**src/rtl/rv32i_mc_ctrl.sv**
```systemverilog
// Multi-cycle sequencer for the RV32I core: FETCH/DECODE/EXEC/MEM/WB
// stepping, memory handshakes, run/step control, traps and counters.
module rv32i_mc_ctrl #(
    parameter int MEM_TIMEOUT = 255,
    parameter int TO_W        = 8
) (
    input  logic        clk,
    input  logic        rst_n,
    input  logic        run,
    input  logic        step,
    output logic        imem_req,
    input  logic        imem_ack,
    output logic        ir_load,
    input  logic        dec_we,
    input  logic        dec_doe,
    input  logic        dec_mwe,
    input  logic        dec_jmpe,
    input  logic        dec_be,
    input  logic        dec_illegal,
    input  logic        br_taken,
    output logic        dmem_req,
    output logic        dmem_we,
    input  logic        dmem_ack,
    output logic        rf_we,
    output logic        pc_we,
    output logic [1:0]  pc_sel,
    output logic [2:0]  state,
    output logic [1:0]  trap,
    output logic [31:0] cycle_cnt,
    output logic [31:0] instret
);

    typedef enum logic [2:0] {
        S_IDLE   = 3'd0,
        S_FETCH  = 3'd1,
        S_DECODE = 3'd2,
        S_EXEC   = 3'd3,
        S_MEM    = 3'd4,
        S_WB     = 3'd5,
        S_HALT   = 3'd6
    } state_e;

    localparam logic [TO_W-1:0] TO_MAX = TO_W'(MEM_TIMEOUT);
    localparam logic [TO_W-1:0] TO_ONE = TO_W'(1);

    state_e          state_q, state_d;
    logic [1:0]      trap_q, trap_d;
    logic            step_mode_q, step_mode_d;
    logic [TO_W-1:0] to_q, to_d, to_inc;
    logic [31:0]     cycle_q, cycle_d;
    logic [31:0]     instret_q, instret_d;

    always_ff @(posedge clk or negedge rst_n) begin
        if (!rst_n) begin
            state_q     <= S_IDLE;
            trap_q      <= 2'b00;
            step_mode_q <= 1'b0;
            to_q        <= '0;
            cycle_q     <= '0;
            instret_q   <= '0;
        end else begin
            state_q     <= state_d;
            trap_q      <= trap_d;
            step_mode_q <= step_mode_d;
            to_q        <= to_d;
            cycle_q     <= cycle_d;
            instret_q   <= instret_d;
        end
    end

    assign to_inc = to_q + TO_ONE;

    always_comb begin
        state_d     = state_q;
        trap_d      = trap_q;
        step_mode_d = step_mode_q;
        to_d        = to_q;
        cycle_d     = cycle_q;
        instret_d   = instret_q;
        imem_req    = 1'b0;
        ir_load     = 1'b0;
        dmem_req    = 1'b0;
        dmem_we     = 1'b0;
        rf_we       = 1'b0;
        pc_we       = 1'b0;
        pc_sel      = 2'b00;

        if (state_q != S_IDLE && state_q != S_HALT)
            cycle_d = cycle_q + 32'd1;

        unique case (state_q)
            S_IDLE: begin
                if (run || step) begin
                    state_d     = S_FETCH;
                    step_mode_d = ~run;
                end
            end
            S_FETCH: begin
                imem_req = 1'b1;
                if (imem_ack) begin
                    ir_load = 1'b1;
                    state_d = S_DECODE;
                end else if (to_inc == TO_MAX) begin
                    state_d = S_HALT;
                    trap_d  = 2'b10;
                end else begin
                    to_d = to_inc;
                end
            end
            S_DECODE: begin
                if (dec_illegal) begin
                    state_d = S_HALT;
                    trap_d  = 2'b01;
                end else begin
                    state_d = S_EXEC;
                end
            end
            S_EXEC: begin
                state_d = dec_doe ? S_MEM : S_WB;
            end
            S_MEM: begin
                dmem_req = 1'b1;
                dmem_we  = dec_mwe;
                if (dmem_ack) begin
                    state_d = S_WB;
                end else if (to_inc == TO_MAX) begin
                    state_d = S_HALT;
                    trap_d  = 2'b11;
                end else begin
                    to_d = to_inc;
                end
            end
            S_WB: begin
                pc_we     = 1'b1;
                rf_we     = dec_we & ~dec_mwe;
                instret_d = instret_q + 32'd1;
                if (dec_jmpe)
                    pc_sel = 2'b01;
                else if (dec_be && br_taken)
                    pc_sel = 2'b10;
                if (step_mode_q || !run) begin
                    state_d     = S_IDLE;
                    step_mode_d = 1'b0;
                end else begin
                    state_d = S_FETCH;
                end
            end
            S_HALT: begin
                state_d = S_HALT;
            end
            default: begin
                state_d = S_HALT;
            end
        endcase

        // every state entry restarts the wait budget
        if (state_d != state_q)
            to_d = '0;
    end

    assign state     = state_q;
    assign trap      = trap_q;
    assign cycle_cnt = cycle_q;
    assign instret   = instret_q;

endmodule

```
**config.mk**
```make
export PLATFORM = sky130hd
export DESIGN_NAME = rv32i_mc_ctrl
export DESIGN_NICKNAME = d
export VERILOG_FILES = /design/src/rtl/rv32i_mc_ctrl.sv
export SDC_FILE = /design/constraint.sdc
export NUM_CORES = 1
export LEC_CHECK = 0
export BUFFER_PORTS_ARGS = -buffer_cell sky130_fd_sc_hd__buf_2
export CAP_MARGIN = 20
export CORE_ASPECT_RATIO = 2
export CORE_MARGIN = 4
export CORE_UTILIZATION = 54
export CTS_CLUSTER_SIZE = 30
export DETAILED_ROUTE_END_ITERATION = 7
export PLACE_DENSITY = 0.91
export SKIP_CTS_REPAIR_TIMING = 1
export SLEW_MARGIN = 25
export SYNTH_ARGS = -nofsm -noshare
export SYNTH_HDL_FRONTEND = slang
export SYNTH_SLANG_ARGS = --single-unit
```
**constraint.sdc**
```tcl
create_clock -name clk -period 2.24 [get_ports clk]
set_clock_uncertainty 0.05 [all_clocks]
set_input_delay 0.224 -clock clk [delete_from_list [all_inputs] [get_ports clk]]
set_output_delay 0.224 -clock clk [all_outputs]
set_load 0.05 [all_outputs]
```
==> flow_summary.toml, run 1 <==
[status]
status = "finished, final reports clean"

[finish]
finish.utilization_pct = 70.8
regArea_um2 = 1970
nFillCells = 545
drive_gt1_share_pct = 31.6
finalNonFillerCells = 587
mostFrequentLayoutCells = "buf_2, dfrtp_1, xnor2_1, nand2_1, nor2_1"
multiInputGateArea_um2 = 1940
antennaDiodeCount = 0
layout_commonest_cell = "buf_2"
fin_nets = 510
final_area_um2 = 4950
syn_to_final_growth_pct = 26.4

[synthesis]
syn_area_um2 = 3920
syn_inst = 388
synth.net_count = 405
synth.avg_cell_area_um2 = 10.1
yosys.area.top_type = "dfrtp_1"
ys_ff_latch = 78
synthSimpleGateAreaFrac_pct = 23.2
synth_top_family_by_area = "simple AND/OR/NAND/NOR gates"
synthMuxAreaShare_pct = 0.575
synth-edff-count = 0
synthAdderAreaFrac_pct = 1.28
synth_compound_area_share_pct = 8.12
yosysWarnings = 0
ys_top_cells_by_area = "dfrtp_1, xnor2_1, xor2_1"
synthXorXnorAreaFrac_pct = 14.3
synth_ff_type = "dfrtp_1"
yosysTopAreaCellShare_pct = 49.8
ys_types = 56
synthArstFlopShare_pct = 100
ys_seq_area_share_pct = 49.8

[place]
dpl.cell_count = 571
place.gp.congestion = 0.962
io_buffer_count = 89
dpl.hpwl_um = 7400
dpl_cell_area_um2 = 4620

[timing]
tightest_slew_ns = 0.608
setup_violations = 0
hold_viol_final = 0
drv_slew = 0
relSlewSlack_pct = 59.0
clock.fmax_mhz = 452
post-route-period-util_pct = 98.9
period_needed_ns = 2.21

[clock_tree]
clock_latency_ns = 0.33
cts_max_path_buffers = 2
cts-root-buf = "clkbuf_16"
path_clk_slew_ns = 0.06
cts_sinks = 78
cts_tree = "done"
h-tree-depth = 3
cts_buffers = 9

[die]
die_area_um2 = 8760
num_rows = 43
initial_utilization_pct = 56.0
coreArea_um2 = 6990
dieWidth_um = 68.2
dieHeight_um = 128
io_pins = 90

[power_and_ir_drop]
powerDensity_nw_per_um2 = 591
ir_drop_mv = 0.460
leakagePower_nw = 2.44
power_mw = 2.93

[route]
first_iter_violations = 205
drc = 0
wire_per_inst_um = 16.6
drt_pass1_iterations = 5
avgViaCountPerCell = 5.72
routed_wirelength_um = 9760
ant_nets = 0
vias = 3357

[grt]
grt_pass1_wl_um = 16200
grt_pass1_vias = 3480
antenna_found_initial = 0
grt.total_usage_pct = 24.1
grt_overflow = 0
grt_max_degree = 41

[critical_path]
worstPathMaxFanout = 8
cp.required_ns = 2.45
arrival_ns = 2.43
critPathKind = "reg -> reg"
worstSetupEndpointType = "flip-flop"
startpoint_type = "flip-flop"

[worst_hold_path]
hold_class = "in -> reg"

[flow_run]
drv_cap = 0
worst paths after layout:
kind                                from             to  slack (ns)  cells after the start
max                              to_q[0]       state[1]        0.03                      8
min                          dec_illegal       state[2]        0.22                      3
max reg2reg                      to_q[0]       state[1]        0.03                      8
min reg2reg                cycle_cnt[31]  cycle_cnt[31]        0.42                      1
max in group asynchronous          rst_n    instret[13]        1.17                      3
min in group asynchronous          rst_n  cycle_cnt[11]        0.35                      2
per-stage QoR:
| step | hold WS, ns | setup TNS (ns) | setup WS (ns) |
|---|---|---|---|
| after global routing | 0.209 | -0.204 | -0.0520 |
| after detailed placement | 0.187 | 0 | 0.0906 |
| after global placement | 0.179 | 0 | 0.213 |
| after CTS | -0.174 | 0 | 0.00735 |
| after floorplan | -0.122 | 0 | 0.0104 |
| final | 0.216 | 0 | 0.0255 |
critical path: stages (launching register included):
cell	delay, ns
dfrtp_1	0.44
inv_1	0.10
ha_1	0.15
nand4_1	0.18
nor4_2	0.42
o22ai_2	0.15
buf_4	0.20
o21ai_0	0.34
a21o_1	0.12
sequential cells by signal, indices dropped and copies added, names as in the netlist:
name	flops
to_q	8
step_mode_q	1
state	3
trap	2
cycle_cnt	32
instret	32
metal layers:
metal / part of all wire [%] / track usage (%) / vias up
met4: 3.1 / 11.8 / 0
met2: 56 / 43.1 / 101
li1: - / - / 1575
met3: 4.2 / 5.76 / 25
met5: 0 / 0 / -
met1: 37 / 25.2 / 1656
Yosys cell counts (all sizes together), types with 2 or more instances:
| library cell | n |
|---|---|
| dfrtp | 78 |
| ha | 4 |
| a311oi | 2 |
| nand3 | 26 |
| o21ai | 11 |
| a221oi | 2 |
| nand3b | 3 |
| and4 | 5 |
| nor2b | 3 |
| a21oi | 7 |
| buf | 4 |
| xor2 | 15 |
| a22oi | 3 |
| nor3 | 16 |
| xnor2 | 49 |
| nand2b | 2 |
| a211oi | 4 |
| a31oi | 2 |
| nand2 | 33 |
| and3 | 10 |
| mux2 | 2 |
| clkbuf | 8 |
| nor2 | 29 |
| inv | 13 |
| a21o | 3 |
| nor4 | 4 |
| or3b | 3 |
| or2 | 4 |
| nand4 | 15 |
| and2 | 8 |
| or3 | 3 |
power breakdown:
| part | switching (mW) | internal [mW] |
|---|---|---|
| combinational | 0.0658 | 0.0253 |
| sequential | 0.00688 | 1.41 |
| clock | 0.557 | 0.856 |
cell families after synthesis:
family / after synthesis
buf+inv: 25
fa+ha+maj: 4
flops: 78
simple gates: 169
compound gates: 46
xor+xnor: 64
mux: 2
cell type report:
class,instances,area share [%]
clock buffers,9,4.55
inverters,13,0.986
repair buffers,106,12.0
well taps,90,2.28
clock inverters,6,1.26
flip-flops and latches,78,39.8
multi-input cells,285,39.2
No activity file was read; power rests on OpenSTA's default activity.
==> run 2, diff against run 1 <==
--- a/config.mk
+++ b/config.mk
@@ -7,12 +7,13 @@
 export LEC_CHECK = 0
 export BUFFER_PORTS_ARGS = -buffer_cell sky130_fd_sc_hd__buf_2
 export CAP_MARGIN = 20
+export CELL_PAD_IN_SITES_DETAIL_PLACEMENT = 1
+export CELL_PAD_IN_SITES_GLOBAL_PLACEMENT = 1
 export CORE_ASPECT_RATIO = 2
-export CORE_MARGIN = 4
-export CORE_UTILIZATION = 54
+export CORE_UTILIZATION = 41
 export CTS_CLUSTER_SIZE = 30
 export DETAILED_ROUTE_END_ITERATION = 7
-export PLACE_DENSITY = 0.91
+export PLACE_DENSITY = 0.9
 export SKIP_CTS_REPAIR_TIMING = 1
 export SLEW_MARGIN = 25
 export SYNTH_ARGS = -nofsm -noshare
==> run 2 against run 1 <==
  * The run now ends with design-rule violations left
  * Critical path depth shrank 4
  * Critical endpoint is now to_q[7]
  * Critical path type unchanged
  * Register-to-register slack gained 0.05 ns
  * Worst hold slack lost 0.053 ns
  * Count of clock-buffer cells in the layout is the same
  * Largest cell class unchanged
==> flow_summary.toml, run 2 (synthesis results as in run 1) <==
[critical_path]
reg2regPathDepth = 4
endpoint = "to_q[7]"
critical_path_depth = 4
slowest_delay_ns = 0.56
cp_top_family = "simple AND/OR/NAND/NOR gates"
worstPathMaxFanout = 10
cp.required_ns = 2.44
r2r_slack_ns = 0.08
worstSetupStartpoint = "state[0]"
cp_num_buf_inv = 0
worstSetupEndpointType = "flip-flop"
r2r_start = "state[0]"
startpoint_type = "flip-flop"
slowest_stage = "or3b_2"
r2r-end = "to_q[7]"
crit_chain = "or3b_2 -> a21o_1 -> or3_1 -> a211oi_1"
critPathKind = "reg -> reg"
arrival_ns = 2.37

[route]
wire_per_inst_um = 18.9
first_iter_violations = 150
ant_nets = 0
drt_pass1_iterations = 7
avgViaCountPerCell = 5.61
routed_wirelength_um = 11400
vias = 3392
drc = 8

[place]
pre_cts_ws_ns = 0.0786
place.gp.congestion = 0.933
dpl_cell_area_um2 = 4650
io_buffer_count = 89
dpl.hpwl_um = 8430

[clock_tree]
clock_latency_ns = 0.34
cts_max_path_buffers = 2
cts-root-buf = "clkbuf_16"
cts_tree = "done"
cts_buffers = 9
cts_sinks = 78
path_clk_slew_ns = 0.06
h-tree-depth = 3

[grt]
use_met3_pct = 3.60
grt.total_usage_pct = 24.3
use_met2_pct = 48.9
antenna_found_initial = 0
grt_pass1_vias = 3771
grt_overflow = 0
grt_pass1_wl_um = 18800
use_met1_pct = 24.3
grt_max_degree = 40
grt_busiest_layer = "met2"

[power_and_ir_drop]
powerDensity_nw_per_um2 = 624
ir_drop_mv = 0.373
leakagePower_nw = 2.45

[die]
num_rows = 50
die_area_um2 = 9970
io_pins = 90
dieHeight_um = 140
dieWidth_um = 71.1
initial_utilization_pct = 42.0
coreArea_um2 = 9320

[timing]
finalWorstSetupSlack_ns = 0.0751
drv_slew = 0
hold_viol_final = 0
relSlewSlack_pct = 66.3
tightest_slew_ns = 0.501
clock.fmax_mhz = 462
post-route-period-util_pct = 96.6
hold_ws_ns = 0.164
period_needed_ns = 2.16
setup_violations = 0

[finish]
mostFrequentLayoutCells = "buf_2, dfrtp_1, xnor2_1, nand2_1, nor2_1"
final_area_um2 = 5020
antennaDiodeCount = 0
layout_commonest_cell = "buf_2"
nFillCells = 1053
finish.utilization_pct = 53.8
syn_to_final_growth_pct = 28.1
drive_gt1_share_pct = 31.7
fin_nets = 513

[status]
status = "complete, but fails checks"
violations = "design-rule violations"

[worst_hold_path]
hold_class = "in -> reg"

[flow_run]
drv_cap = 0
[run 2: routing by layer]
metal	vias up	routed length [um]
met1	1714	4010
met2	85	6820
met5	-	0
li1	1573	-
met4	0	219
met3	20	355
[run 2: report_power, final]
| part | internal, mW | total (mW) | switching (mW) |
|---|---|---|---|
| combinational | 0.0267 | 0.0942 | 0.0675 |
| clock | 0.993 | 1.62 | 0.623 |
| sequential | 1.41 | 1.42 | 0.00859 |
[run 2: worst min path at each step]
| stage | from | end | slack (ns) | depth (start not counted) |
|---|---|---|---|---|
| 6_report | dec_illegal | state[2] | 0.16 | 3 |
| 5_1_grt | dec_illegal | state[2] | 0.17 | 3 |
| 4_1_cts | rst_n | instret[0] | -0.30 | 1 |
| 3_5_place_dp | rst_n | instret[12] | 0.06 | 1 |
| 3_3_place_gp | rst_n | instret[0] | 0.05 | 1 |
| 2_1_floorplan | rst_n | cycle_cnt[0] | -0.12 | 0 |
[run 2: worst reg2reg max path: stages, from the launching register on]
cell and delay, ns:
dfrtp_2 0.48, or3b_2 0.56, a21o_1 0.34, or3_1 0.40
a211oi_1 0.24
[run 2: area by class of cell]
cell class	instances	area [um2]	share of cell area, %
Inverter	13	48.8	0.973
Clock buffer	9	225	4.49
Clock inverter	7	106	2.12
Tap cell	104	130	2.59
Sequential cell	78	1970	39.3
Multi-Input combinational cell	285	1920	38.4
Timing Repair Buffer	109	613	12.2
[run 2: metrics by stage]
step / std cells / power, mW / setup TNS (ns)
finish: 605 / 3.13 / 0
global route: 605 / 3.21 / -0.0256
CTS: 603 / 3.15 / -0.00402
detailed placement: 587 / 1.54 / 0
global placement: 587 / 1.54 / 0
floorplan: 388 / 1.48 / 0
==> run 3, diff against run 2 <==
--- a/config.mk
+++ b/config.mk
@@ -5,15 +5,16 @@
 export SDC_FILE = /design/constraint.sdc
 export NUM_CORES = 1
 export LEC_CHECK = 0
+export ABC_AREA = 1
 export BUFFER_PORTS_ARGS = -buffer_cell sky130_fd_sc_hd__buf_2
 export CAP_MARGIN = 20
 export CELL_PAD_IN_SITES_DETAIL_PLACEMENT = 1
 export CELL_PAD_IN_SITES_GLOBAL_PLACEMENT = 1
 export CORE_ASPECT_RATIO = 2
-export CORE_UTILIZATION = 41
+export CORE_UTILIZATION = 37
 export CTS_CLUSTER_SIZE = 30
 export DETAILED_ROUTE_END_ITERATION = 7
-export PLACE_DENSITY = 0.9
+export PLACE_DENSITY_LB_ADDON = 0.1
 export SKIP_CTS_REPAIR_TIMING = 1
 export SLEW_MARGIN = 25
 export SYNTH_ARGS = -nofsm -noshare
==> constraint.sdc (replaced) <==
create_clock -name clk -period 1.91 [get_ports clk]
set_clock_uncertainty 0.05 [all_clocks]
set_input_delay 0.191 -clock clk [delete_from_list [all_inputs] [get_ports clk]]
set_output_delay 0.191 -clock clk [all_outputs]
set_load 0.05 [all_outputs]
==> run 3 against run 2 <==
  * The flow finishes with violations (negative setup slack)
  * Critical endpoint is now to_q[1]
  * Sequential share of layout area down 5.7 points
  * Flip-flop and latch count stayed put
  * Count of clock-buffer cells in the layout grew 2
  * Critical path type unchanged
  * Clock power is 8% higher
  * Register-to-register slack got worse by 0.12 ns
  * Synthesized cell count is 29% higher
  * Core utilization fell by 1.5 points
==> flow_summary.toml, run 3 <==
[critical_path]
cp_num_buf_inv = 1
startpoint_type = "flip-flop"
arrival_ns = 2.13
slowest_stage = "dfrtp_2"
cp.required_ns = 2.09
worstPathMaxFanout = 8
worstSetupEndpointType = "flip-flop"
critical_path_depth = 15
crit_chain = "ha_4 -> nand2_2 -> nand2_2 -> nor2_2 -> nand2_1 -> nor2_2 -> nand3_2 -> nand2_1 -> nand2_2 -> nand2_1 -> nand2_1 -> nand2_1 -> inv_2 -> nand2_8 -> nor2_1"
cp_top_family = "simple AND/OR/NAND/NOR gates"
critPathKind = "reg -> reg"
reg2regPathDepth = 15
path_common_cell = "nand2_1"
slowest_delay_ns = 0.46

[worst_hold_path]
hold_depth = 3
hold_class = "in -> reg"

[finish]
drive_gt1_share_pct = 40.4
regArea_um2 = 1980
mostFrequentLayoutCells = "nand2_1, buf_2, dfrtp_1, inv_1, buf_4"
nFillCells = 1411
antennaDiodeCount = 0
fin_nets = 668
finish.utilization_pct = 52.4
syn_to_final_growth_pct = 37.5
multiInputGateArea_um2 = 2320
finalNonFillerCells = 798
layout_commonest_cell = "nand2_1"

[grt]
grt_pass1_wl_um = 19900
antenna_found_initial = 0
grt_max_degree = 60
grt_pass1_vias = 4151
grt.total_usage_pct = 21.5
grt_overflow = 0

[route]
wire_per_inst_um = 15.8
vias = 3827
routed_wirelength_um = 12600
ant_nets = 0
drc = 0
avgViaCountPerCell = 4.80
drt_pass1_iterations = 4
first_iter_violations = 82

[clock_tree]
cts_sinks = 78
cts_tree = "done"
h-tree-depth = 3
cts_max_path_buffers = 2
cts-root-buf = "clkbuf_16"
path_clk_slew_ns = 0.06
clock_latency_ns = 0.34
cts_buffers = 9

[die]
die_area_um2 = 12100
num_rows = 55
dieWidth_um = 78.2
coreArea_um2 = 11300
dieHeight_um = 154
io_pins = 90
initial_utilization_pct = 38.1

[timing]
drv_slew = 0
tightest_slew_ns = 0.490
rsz0062_at_grt = "yes"
tns_ns = -0.256
setup_violations = 8
post-route-period-util_pct = 102
finalWorstSetupSlack_ns = -0.0405
hold_viol_final = 0
relSlewSlack_pct = 67.0
clock.fmax_mhz = 513
period_needed_ns = 1.95

[place]
dpl.hpwl_um = 9430
pre_cts_ws_ns = -0.114
io_buffer_count = 89
dpl.cell_count = 753
place.gp.congestion = 0.815

[synthesis]
syn_area_um2 = 4300
synthXorXnorAreaFrac_pct = 13.0
synth.net_count = 518
ys_types = 29
yosysWarnings = 0
synthArstFlopShare_pct = 100
synth.avg_cell_area_um2 = 8.58
synth_ff_type = "dfrtp_1"
synth_top_family_by_area = "simple AND/OR/NAND/NOR gates"
yosysTopAreaCellShare_pct = 45.4
synth_most_common_cell = "nand2_1"
synthAdderAreaFrac_pct = 1.16
yosys.area.top_type = "dfrtp_1"
ys_ff_latch = 78
ys_top_cells_by_area = "dfrtp_1, nand2_1, xor2_1"
synthMuxAreaShare_pct = 0
synth_commonest_cells = "nand2_1, dfrtp_1, inv_1"
syn_inst = 501
synth_compound_area_share_pct = 2.53
synthSimpleGateAreaFrac_pct = 31.8
synth-edff-count = 0
ys_seq_area_share_pct = 45.4

[power_and_ir_drop]
ir_drop_mv = 0.423
power_frac_clock_pct = 46.2
power_mw = 3.80
switching_share_pct = 25.3
pwr-share-seq_pct = 45.7
powerDensity_nw_per_um2 = 642
switchingPower_uw = 959
combPwrFrac_pct = 8.1
internal_power_mw = 2.84
leakagePower_nw = 3.05

[status]
status = "complete, but fails checks"
violations = "negative setup slack"

[flow_run]
drv_cap = 0
[run 3: cell types whose count changed in the layout (fill, tap and decap cells not counted), moves of 8 or more]
cell	previous run	this run
nand2_2	0	14
and3_1	10	0
nand2_1	33	109
xnor2_1	49	19
buf_4	19	49
nor2_2	0	14
nor2_4	1	13
inv_1	13	57
nand3_2	0	12
nand3_1	26	18
xor2_1	15	44
nor2_1	28	40
[run 3: area by class of cell]
class | instances | share of cell area [%]
clock buffers | 11 | 4.11
clock inverters | 5 | 0.995
inverters | 67 | 4.38
multi-input cells | 354 | 39.3
flip-flops and latches | 78 | 33.5
well taps | 142 | 3.01
repair buffers | 141 | 14.7
[run 3: metal layers]
metal | vias to the layer above | GRT usage (%) | part of all wire, %
met1 | 1871 | 20.2 | 33
met5 | - | 0 | 0
met4 | 0 | 7.76 | 2.9
li1 | 1866 | - | -
met3 | 26 | 3.78 | 2.8
met2 | 64 | 44.1 | 61
[run 3: logic make-up after synthesis]
group	count (synthesis)
adder cells (fa/ha/maj)	4
XOR/XNOR	64
flip-flops	78
AND/OR/NAND/NOR	267
AO/OA/AOI/OAI	19
buffers and inverters	69
[run 3: power by group through the flow]
stage | Combinational [mW] | Sequential, mW | Clock, mW
4_1_cts | 0.278 | 1.73 | 1.79
3_3_place_gp | 0.270 | 1.76 | 0
2_1_floorplan | 0.0684 | 1.86 | 0
3_5_place_dp | 0.278 | 1.76 | 0
5_1_grt | 0.340 | 1.74 | 1.86
6_report | 0.308 | 1.73 | 1.75
[run 3: path summary, 6_finish.rpt]
check                      slack [ns]     startpoint       endpoint
setup / recovery                -0.04        to_q[0]        to_q[1]
hold / removal                   0.16           step    step_mode_q
setup reg to reg                -0.04        to_q[0]        to_q[1]
hold reg to reg                  0.41  cycle_cnt[31]  cycle_cnt[31]
max in group asynchronous        0.93          rst_n       state[0]
min in group asynchronous        0.24          rst_n        trap[1]
[run 3: worst reg2reg max path, cell delays in order (launching register included)]
cell	delay, ns
dfrtp_2	0.46
ha_4	0.20
nand2_2	0.06
nand2_2	0.06
nor2_2	0.10
nand2_1	0.07
nor2_2	0.11
nand3_2	0.13
nand2_1	0.11
nand2_2	0.06
nand2_1	0.07
nand2_1	0.07
nand2_1	0.07
inv_2	0.06
nand2_8	0.11
nor2_1	0.06
[run 3: through the flow]
step / hold slack, ns / cell area, um2
floorplan: -0.155 / 4390
global placement: 0.0527 / 5180
detailed placement: 0.0544 / 5180
CTS: -0.308 / 5480
global route: 0.179 / 5910
finish: 0.161 / 5910
